==> src/rtl/load_store_unit_pkg.sv <==
// Shared definitions for the load/store unit: funct3 mode encodings,
// exception-cause encodings and the control FSM state type.
package load_store_unit_pkg;

  localparam logic [2:0] MODE_B  = 3'b000;
  localparam logic [2:0] MODE_H  = 3'b001;
  localparam logic [2:0] MODE_W  = 3'b010;
  localparam logic [2:0] MODE_BU = 3'b100;
  localparam logic [2:0] MODE_HU = 3'b101;

  typedef enum logic [1:0] {
    CAUSE_NONE     = 2'b00,
    CAUSE_MISALIGN = 2'b01,
    CAUSE_ACCESS   = 2'b10,
    CAUSE_ILLEGAL  = 2'b11
  } exc_cause_e;

  typedef enum logic [1:0] {
    S_IDLE,
    S_ISSUE,
    S_WAIT,
    S_RESP
  } lsu_state_e;

endpackage

==> src/rtl/lsu_align_chk.sv <==
// Combinational request checker: flags illegal modes, misaligned halfword/word
// addresses and addresses beyond the data memory, in that priority order.
module lsu_align_chk
  import load_store_unit_pkg::*;
#(
  parameter int XLEN  = 32,
  parameter int DM_AW = 10
) (
  input  logic            we,
  input  logic [2:0]      mode,
  input  logic [XLEN-1:0] addr,
  output logic            pass,
  output logic [1:0]      cause
);

  logic illegal;
  logic misaligned;
  logic out_of_range;

  always_comb begin
    illegal    = 1'b0;
    misaligned = 1'b0;
    case (mode)
      MODE_B:  misaligned = 1'b0;
      MODE_H:  misaligned = addr[0];
      MODE_W:  misaligned = (addr[1:0] != 2'b00);
      // Unsigned variants only make sense for loads
      MODE_BU: illegal = we;
      MODE_HU: begin
        illegal    = we;
        misaligned = addr[0];
      end
      default: illegal = 1'b1;
    endcase

    out_of_range = (addr[XLEN-1:DM_AW] != '0);

    pass  = 1'b0;
    cause = CAUSE_NONE;
    if (illegal) begin
      cause = CAUSE_ILLEGAL;
    end else if (misaligned) begin
      cause = CAUSE_MISALIGN;
    end else if (out_of_range) begin
      cause = CAUSE_ACCESS;
    end else begin
      pass = 1'b1;
    end
  end

endmodule

==> src/rtl/load_store_unit.sv <==
// Load/store unit between EX and a registered-read data memory: one op in
// flight, loads returned through a WB valid/ready handshake, faults reported.
module load_store_unit
  import load_store_unit_pkg::*;
#(
  parameter int XLEN  = 32,
  parameter int DM_AW = 10
) (
  input  logic             clk,
  input  logic             rst_n,
  input  logic             req_valid,
  output logic             req_ready,
  input  logic             req_we,
  input  logic [2:0]       req_mode,
  input  logic [XLEN-1:0]  req_addr,
  input  logic [XLEN-1:0]  req_wdata,
  input  logic [4:0]       req_rd,
  input  logic             flush,
  output logic             dm_we,
  output logic             dm_re,
  output logic [2:0]       dm_mode,
  output logic [DM_AW-1:0] dm_addr,
  output logic [XLEN-1:0]  dm_wdata,
  input  logic [XLEN-1:0]  dm_rdata,
  output logic             wb_valid,
  input  logic             wb_ready,
  output logic [4:0]       wb_rd,
  output logic [XLEN-1:0]  wb_data,
  output logic             exc_valid,
  output logic [1:0]       exc_cause,
  output logic [XLEN-1:0]  exc_addr
);

  lsu_state_e state, state_next;

  logic             op_we;
  logic [2:0]       op_mode;
  logic [DM_AW-1:0] op_addr;
  logic [XLEN-1:0]  op_wdata;
  logic [4:0]       op_rd;

  logic       chk_pass;
  logic [1:0] chk_cause;
  logic       accept;
  logic       reject;
  logic       capture;

  lsu_align_chk #(.XLEN(XLEN), .DM_AW(DM_AW)) u_align_chk (
    .we    (req_we),
    .mode  (req_mode),
    .addr  (req_addr),
    .pass  (chk_pass),
    .cause (chk_cause)
  );

  assign accept = (state == S_IDLE) && req_valid && chk_pass;
  assign reject = (state == S_IDLE) && req_valid && !chk_pass;
  assign wb_rd  = op_rd;

  always_ff @(posedge clk or negedge rst_n) begin
    if (!rst_n) state <= S_IDLE;
    else        state <= state_next;
  end

  always_comb begin
    state_next = state;
    req_ready  = 1'b0;
    dm_we      = 1'b0;
    dm_re      = 1'b0;
    dm_mode    = '0;
    dm_addr    = '0;
    dm_wdata   = '0;
    wb_valid   = 1'b0;
    capture    = 1'b0;
    case (state)
      S_IDLE: begin
        req_ready = 1'b1;
        if (accept) state_next = S_ISSUE;
      end
      S_ISSUE: begin
        dm_we      = op_we;
        dm_re      = ~op_we;
        dm_mode    = op_mode;
        dm_addr    = op_addr;
        dm_wdata   = op_wdata;
        state_next = op_we ? S_IDLE : S_WAIT;
      end
      S_WAIT: begin
        if (flush) begin
          state_next = S_IDLE;
        end else begin
          capture    = 1'b1;
          state_next = S_RESP;
        end
      end
      S_RESP: begin
        // Flush drops the result combinationally so WB never sees it
        if (flush) begin
          state_next = S_IDLE;
        end else begin
          wb_valid = 1'b1;
          if (wb_ready) state_next = S_IDLE;
        end
      end
      default: state_next = S_IDLE;
    endcase
  end

  always_ff @(posedge clk or negedge rst_n) begin
    if (!rst_n) begin
      op_we    <= 1'b0;
      op_mode  <= '0;
      op_addr  <= '0;
      op_wdata <= '0;
      op_rd    <= '0;
    end else if (accept) begin
      op_we    <= req_we;
      op_mode  <= req_mode;
      op_addr  <= req_addr[DM_AW-1:0];
      op_wdata <= req_wdata;
      op_rd    <= req_rd;
    end
  end

  always_ff @(posedge clk or negedge rst_n) begin
    if (!rst_n)       wb_data <= '0;
    else if (capture) wb_data <= dm_rdata;
  end

  always_ff @(posedge clk or negedge rst_n) begin
    if (!rst_n) begin
      exc_valid <= 1'b0;
      exc_cause <= '0;
      exc_addr  <= '0;
    end else begin
      exc_valid <= reject;
      if (reject) begin
        exc_cause <= chk_cause;
        exc_addr  <= req_addr;
      end
    end
  end

endmodule

==> config.mk <==
export PLATFORM = sky130hd
export DESIGN_NAME = load_store_unit
export DESIGN_NICKNAME = d
export VERILOG_FILES = /design/src/rtl/load_store_unit_pkg.sv /design/src/rtl/lsu_align_chk.sv /design/src/rtl/load_store_unit.sv
export SDC_FILE = /design/constraint.sdc
export NUM_CORES = 1
export LEC_CHECK = 0
export CORE_UTILIZATION = 36
export DETAILED_ROUTE_END_ITERATION = 10
export PLACE_DENSITY = 0.82
export SLEW_MARGIN = 10
export SYNTH_ARGS = -nofsm -noshare
export SYNTH_HDL_FRONTEND = slang
export SYNTH_HIERARCHICAL = 1
export SYNTH_SLANG_ARGS = --single-unit
==> constraint.sdc <==
create_clock -name clk -period 5.02 [get_ports clk]
set_input_delay 1.004 -clock clk [delete_from_list [all_inputs] [get_ports clk]]
set_output_delay 1.004 -clock clk [all_outputs]
set_load 0.03 [all_outputs]
==> results of run 1 <==
-- cell families after synthesis --
kind of cell | after synthesis | synth area share [%]
AO/OA/AOI/OAI | 7 | 1.01
flip-flops | 120 | 60.6
multiplexers | 117 | 26.6
AND/OR/NAND/NOR | 70 | 9.60
buffers and inverters | 19 | 2.20
-- cell usage after synthesis --
library cell,instances
inv_1,1
and4bb_2,1
nor3_1,2
buf_1,1
nor2b_1,1
clkbuf_1,4
buf_4,1
a211oi_2,1
buf_6,3
nand3_1,1
a221oi_1,1
mux2_2,116
nor4b_1,1
nor2_1,5
and2_1,47
nor3b_2,1
dfrtp_1,120
nor4_1,3
mux2_1,1
nor4b_4,1
o21ai_0,2
buf_2,9
nand4_1,1
o22ai_1,1
or2b_1,1
nand2b_1,1
nor4_2,3
o21bai_1,1
a21oi_1,1
nand3b_1,1
-- per-layer routing --
layer,global-route usage (%),up-vias
met4,6.33,0
met5,0,-
met1,21.2,1761
met2,32.3,155
li1,-,1649
met3,8.05,14
-- worst register-to-register path, delay by kind of cell (launching register included) --
kind / cells / cell delay [ns]
simple gates: 1 / 0.73
flops: 1 / 0.50
buf+inv: 1 / 0.28
mux: 1 / 0.39
-- flip-flops by register name, indices dropped and copies added (netlist names) --
register,count
wb_data,32
op_wdata,32
exc_addr,32
wb_rd,5
exc_cause,2
exc_valid,1
state,2
op_we,1
op_mode,3
op_addr,10
-- worst paths after layout --
kind | startpoint | end | cells past startpoint
worst max-delay path | req_mode[2] | op_wdata[16] | 7
worst max register to register | state[0] | op_wdata[16] | 3
worst min-delay path | exc_addr[5] | exc_addr[5] | 1
worst min register to register | exc_addr[5] | exc_addr[5] | 1
max in group asynchronous | rst_n | op_wdata[18] | 2
min in group asynchronous | rst_n | exc_addr[4] | 1
-- cell type report --
cell class                 count  area share (%)
clock buffer                  24            5.97
clock inverter                 8            1.77
tap                          176            2.73
multi-input combinational    194            23.0
timing repair buffer         237            29.3
inverter                       1          0.0465
sequential                   120            37.2
-- per-stage QoR --
stage	setup WS [ns]	total power [µW]
floorplan	2.02	1880
detailed placement	0.791	2450
finish	1.25	3700
CTS	1.22	3750
global route	1.03	3860
global placement	0.871	2420
-- power by group through the flow --
stage	sequential (µW)	combinational, µW	clock [µW]
after detailed placement	1280	1170	0
after global routing	1290	1220	1350
after CTS	1270	1170	1300
after global placement	1270	1150	0
after floorplan	1650	230	0
final	1270	1160	1270
==> results.sh, run 1 <==
export IMPL_seq_area_frac_synth_pct=60.6
export IMPL_gp_congestion=0.773
export IMPL_dr_wl_met3_mm=1.09
export IMPL_critPathMaxFanout=34
export IMPL_ios=231
export IMPL_yosysWarningCount=6
export IMPL_clkSinkCount=120
export IMPL_rows=42
export IMPL_grt_max_degree=49
export IMPL_first_pass_iters=4
export IMPL_critical_path_class="primary input to register"
export IMPL_final_cell_mix="229 x clkdlybuf4s50_1, 120 x dfrtp_1, 116 x mux2_2, 47 x and2_1, 17 x clkbuf_16"
export IMPL_fill_cells=1064
export IMPL_placed_cell_area_um2=7440
export IMPL_cpPeakStageDelay_ns=0.70
export IMPL_setup_viol=0
export IMPL_post_cts_buffers=0
export IMPL_seqCellArea_um2=3000
export IMPL_grt_pass1_wl_mm=20.3
export IMPL_drt_wl_total_mm=12.7
export IMPL_cp_end_kind="register"
export IMPL_p_leak_uw=0.00346
export IMPL_fin_nets=681
export IMPL_relSlewSlack_pct=59.8
export IMPL_cts_tree="built"
export IMPL_vias=3579
export IMPL_remaining_drc_errors=0
export IMPL_cpLargestDelayFamily="simple AND/OR/NAND/NOR gates"
export IMPL_critPathArrivalTime_ns=4.06
export IMPL_clk_pin_slew_ns=0.05
export IMPL_yosysTopAreaCell="dfrtp_1"
export IMPL_power_frac_clock_pct=34.3
export IMPL_yosysTopAreaCellShare_pct=60.6
export IMPL_worstPathRequired_ns=5.30
export IMPL_synth_fp_nets=443
export IMPL_syn_cell_area_um2=4950
export IMPL_hold_viol_final=0
export IMPL_synth_cells=333
export IMPL_track_usage_pct=18.9
export IMPL_rsz0062_at_grt="no"
export IMPL_wl_per_cell_um=16.7
export IMPL_placed_cells=728
export IMPL_postCtsHoldBufs=0
export IMPL_yosysUniqueCellTypes=30
export IMPL_viasPerCell=4.71
export IMPL_clk_path_buf_depth=2
export IMPL_cts_root_buf="clkbuf_16"
export IMPL_switching_power_uw=1110
export IMPL_slew_viol_final=0
export IMPL_layout_cells_non_filler=760
export IMPL_wl_met1_mm=5.03
export IMPL_start_kind="primary input"
export IMPL_p_sw_share_pct=30.1
export IMPL_initial_core_util_pct=37.1
export IMPL_ir_drop_uv=386
export IMPL_drive_above_1_share_pct=27.4
export IMPL_worstPathCellList="clkdlybuf4s50_1, a211oi_2, nand4_1, nor4b_1, and4bb_2, buf_12, mux2_2"
export IMPL_syn_avg_cell_area_um2=14.9
export IMPL_clk_latency_ns=0.40
export IMPL_pwr_share_seq_pct=34.3
export IMPL_cts_resized=0
export IMPL_die_width_um=119
export IMPL_core_area_um2=13300
export IMPL_fin_crit_sh_pct=75.2
export IMPL_io_buffers=230
export IMPL_antenna_found_initial=0
export IMPL_antennaDiodeCount=0
export IMPL_dr_wl_met2_mm=6.45
export IMPL_dieArea_um2=14200
export IMPL_share_comb_of_total_power_pct=31.4
export IMPL_drtIter0Drc=146
export IMPL_clock_fmax_mhz=265
export IMPL_htreeDepth=4
export IMPL_utilization_pct=60.4
export IMPL_die_y_um=119
export IMPL_final_common_cell="clkdlybuf4s50_1"
export IMPL_cp_buffers_inverters=2
export IMPL_maxCapViolCount=0
export IMPL_crit_slowest_cell="and4bb_2"
export IMPL_synth_top_cells_by_area="dfrtp_1 61%, mux2_2 26%, and2_1 5.9%"
export IMPL_synthToLayoutAreaGrowth_pct=62.8
export IMPL_fin_skew_ns=0.00561
export IMPL_grt_pass1_vias=3921
export IMPL_routed_top_layer="met4"
export IMPL_multi_input_area_um2=1850
export IMPL_overflow=0
export IMPL_final_area_um2=8070
export IMPL_status="finished clean"
export IMPL_ant_nets=0
export IMPL_hp_class="register to register"
export IMPL_numCtsBuffers=17
export IMPL_hold_slack_ns=0.492
export IMPL_hpwl_mm=9.48
export IMPL_powerDensity_nw_per_um2=458
export IMPL_fin_crit_ns=3.77
export IMPL_finalSetupTns_ns=0
export IMPL_max_slew_worst_pin_slew_ns=0.594
export IMPL_internal_power_uw=2590
export IMPL_ff2ff_setup_slack_ns=3.00
export IMPL_synth_seq_cells=120
Note: power is estimated with default switching activity, not from simulation.
==> run 2, diff against run 1 <==
==> constraint.sdc (replaced) <==
create_clock -name clk -period 3.7 [get_ports clk]
set_input_delay 0.74 -clock clk [delete_from_list [all_inputs] [get_ports clk]]
set_output_delay 0.74 -clock clk [all_outputs]
set_load 0.03 [all_outputs]
==> results.sh, run 2 (synthesized netlist as in run 1, its figures left out) <==
export IMPL_fin_skew_ns=0.00314
export IMPL_clk_latency_ns=0.41
export IMPL_relSlewSlack_pct=47.3
export IMPL_dieArea_um2=14200
export IMPL_clock_fmax_mhz=289
export IMPL_startpoint="state[0]"
export IMPL_p_sw_share_pct=30.3
export IMPL_crit_end="dm_wdata[9]"
export IMPL_power_frac_clock_pct=34.4
export IMPL_cts_resized=0
export IMPL_ios=231
export IMPL_grt_pass1_vias=3976
export IMPL_ir_drop_uv=499
export IMPL_critical_path_class="register to output pin"
export IMPL_p_leak_uw=0.00348
export IMPL_reg_top3="exc_addr: 32 flops, op_wdata: 32 flops, wb_data: 32 flops"
export IMPL_ff2ff_setup_slack_ns=1.99
export IMPL_switching_power_uw=1520
export IMPL_final_common_cell="clkdlybuf4s50_1"
export IMPL_fin_crit_sh_pct=93.5
export IMPL_total_power_uw=5030
export IMPL_grt_max_degree=62
export IMPL_worstPathCellList="nor2b_2, buf_4, and2_1, clkdlybuf4s50_1"
export IMPL_internal_power_uw=3510
export IMPL_core_area_um2=13300
export IMPL_drtIter0Drc=132
export IMPL_die_width_um=119
export IMPL_rr_endpoint="wb_data[19]"
export IMPL_final_cell_mix="229 x clkdlybuf4s50_1, 120 x dfrtp_1, 116 x mux2_2, 47 x and2_1, 17 x clkbuf_16"
export IMPL_synthToLayoutAreaGrowth_pct=63.4
export IMPL_fin_crit_ns=3.46
export IMPL_hold_viol_final=0
export IMPL_hp_class="primary input to asynchronous set/reset pin"
export IMPL_critPathMaxFanout=21
export IMPL_wl_per_cell_um=16.7
export IMPL_antenna_found_initial=0
export IMPL_rows=42
export IMPL_fin_nets=683
export IMPL_drt_wl_total_mm=12.7
export IMPL_fill_cells=1076
export IMPL_pwr_share_seq_pct=34.2
export IMPL_utilization_pct=60.6
export IMPL_cts_tree="built"
export IMPL_cp_end_kind="output pin"
export IMPL_clk_pin_slew_ns=0.05
export IMPL_vias=3615
export IMPL_io_buffers=230
export IMPL_finalSetupTns_ns=0
export IMPL_drive_above_1_share_pct=27.8
export IMPL_worstPathRequired_ns=2.96
export IMPL_critPathArrivalTime_ns=2.72
export IMPL_hpwl_mm=9.37
export IMPL_powerDensity_nw_per_um2=621
export IMPL_cts_root_buf="clkbuf_16"
export IMPL_viasPerCell=4.74
export IMPL_share_comb_of_total_power_pct=31.3
export IMPL_cpPeakStageDelay_ns=0.69
export IMPL_hold_slack_ns=0.397
export IMPL_rsz0062_at_grt="no"
export IMPL_maxCapViolCount=0
export IMPL_htreeDepth=4
export IMPL_grt_pass1_wl_mm=20.6
export IMPL_postCtsHoldBufs=0
export IMPL_ff2ff_path_depth=3
export IMPL_first_pass_iters=5
export IMPL_ant_nets=0
export IMPL_status="finished clean"
export IMPL_overflow=0
export IMPL_r2r_start="state[1]"
export IMPL_start_kind="register"
export IMPL_clkSinkCount=120
export IMPL_die_y_um=119
export IMPL_initial_core_util_pct=37.1
export IMPL_setup_viol=0
export IMPL_gp_congestion=0.725
export IMPL_numCtsBuffers=17
export IMPL_remaining_drc_errors=0
export IMPL_antennaDiodeCount=0
export IMPL_max_slew_worst_pin_slew_ns=0.790
export IMPL_slew_viol_final=0
export IMPL_clk_path_buf_depth=2
export IMPL_track_usage_pct=19.0
export IMPL_crit_slowest_cell="clkdlybuf4s50_1"
export IMPL_post_cts_buffers=0
## run 2: power groups by stage
stage | clock, µW | combinational, µW | sequential [µW]
after floorplan | 0 | 312 | 2240
after global placement | 0 | 1570 | 1730
after detailed placement | 0 | 1580 | 1740
after CTS | 1770 | 1590 | 1730
after global routing | 1830 | 1650 | 1760
final | 1730 | 1580 | 1720
## run 2: cell type report
type	instances	area, µm²	area share [%]
inverter	1	3.75	0.0464
tap	176	220	2.72
sequential	120	3000	37.1
multi-input combinational	194	1850	22.9
clock inverter	9	145	1.79
timing repair buffer	239	2390	29.6
clock buffer	23	478	5.91
## run 2: worst min path at each step
stage	slack, ns	endpoint	startpoint	cells after the start
global route	0.47	op_wdata[1]	rst_n	1
floorplan	0.44	exc_addr[0]	rst_n	0
finish	0.40	op_wdata[1]	rst_n	1
detailed placement	0.48	exc_addr[5]	exc_addr[5]	1
CTS	0.43	op_wdata[1]	rst_n	1
global placement	0.47	exc_addr[5]	exc_addr[5]	1
## run 2: per-stage QoR
stage               cell area [µm²]  worst slack, ns  cells
finish                         8090            0.239    762
global route                   8090           0.0460    762
CTS                            8090            0.101    762
detailed placement             7470            0.362    730
global placement               7470            0.472    730
floorplan                      4950            0.960    333
## run 2: per-layer routing
metal / up-vias / global-route usage, % / part of all wire, %
met5: - / 0 / 0
met4: 0 / 8.59 / 2.5
li1: 1647 / - / -
met2: 174 / 30.9 / 49
met1: 1769 / 21.3 / 39
met3: 25 / 8.57 / 9.5
## run 2: worst max-delay path: cells and delay by family, from the launching register on
family	cells	cell delay, ns
and+or+nand+nor	2	0.72
buffers and inverters	2	1.00
DFF	1	0.57
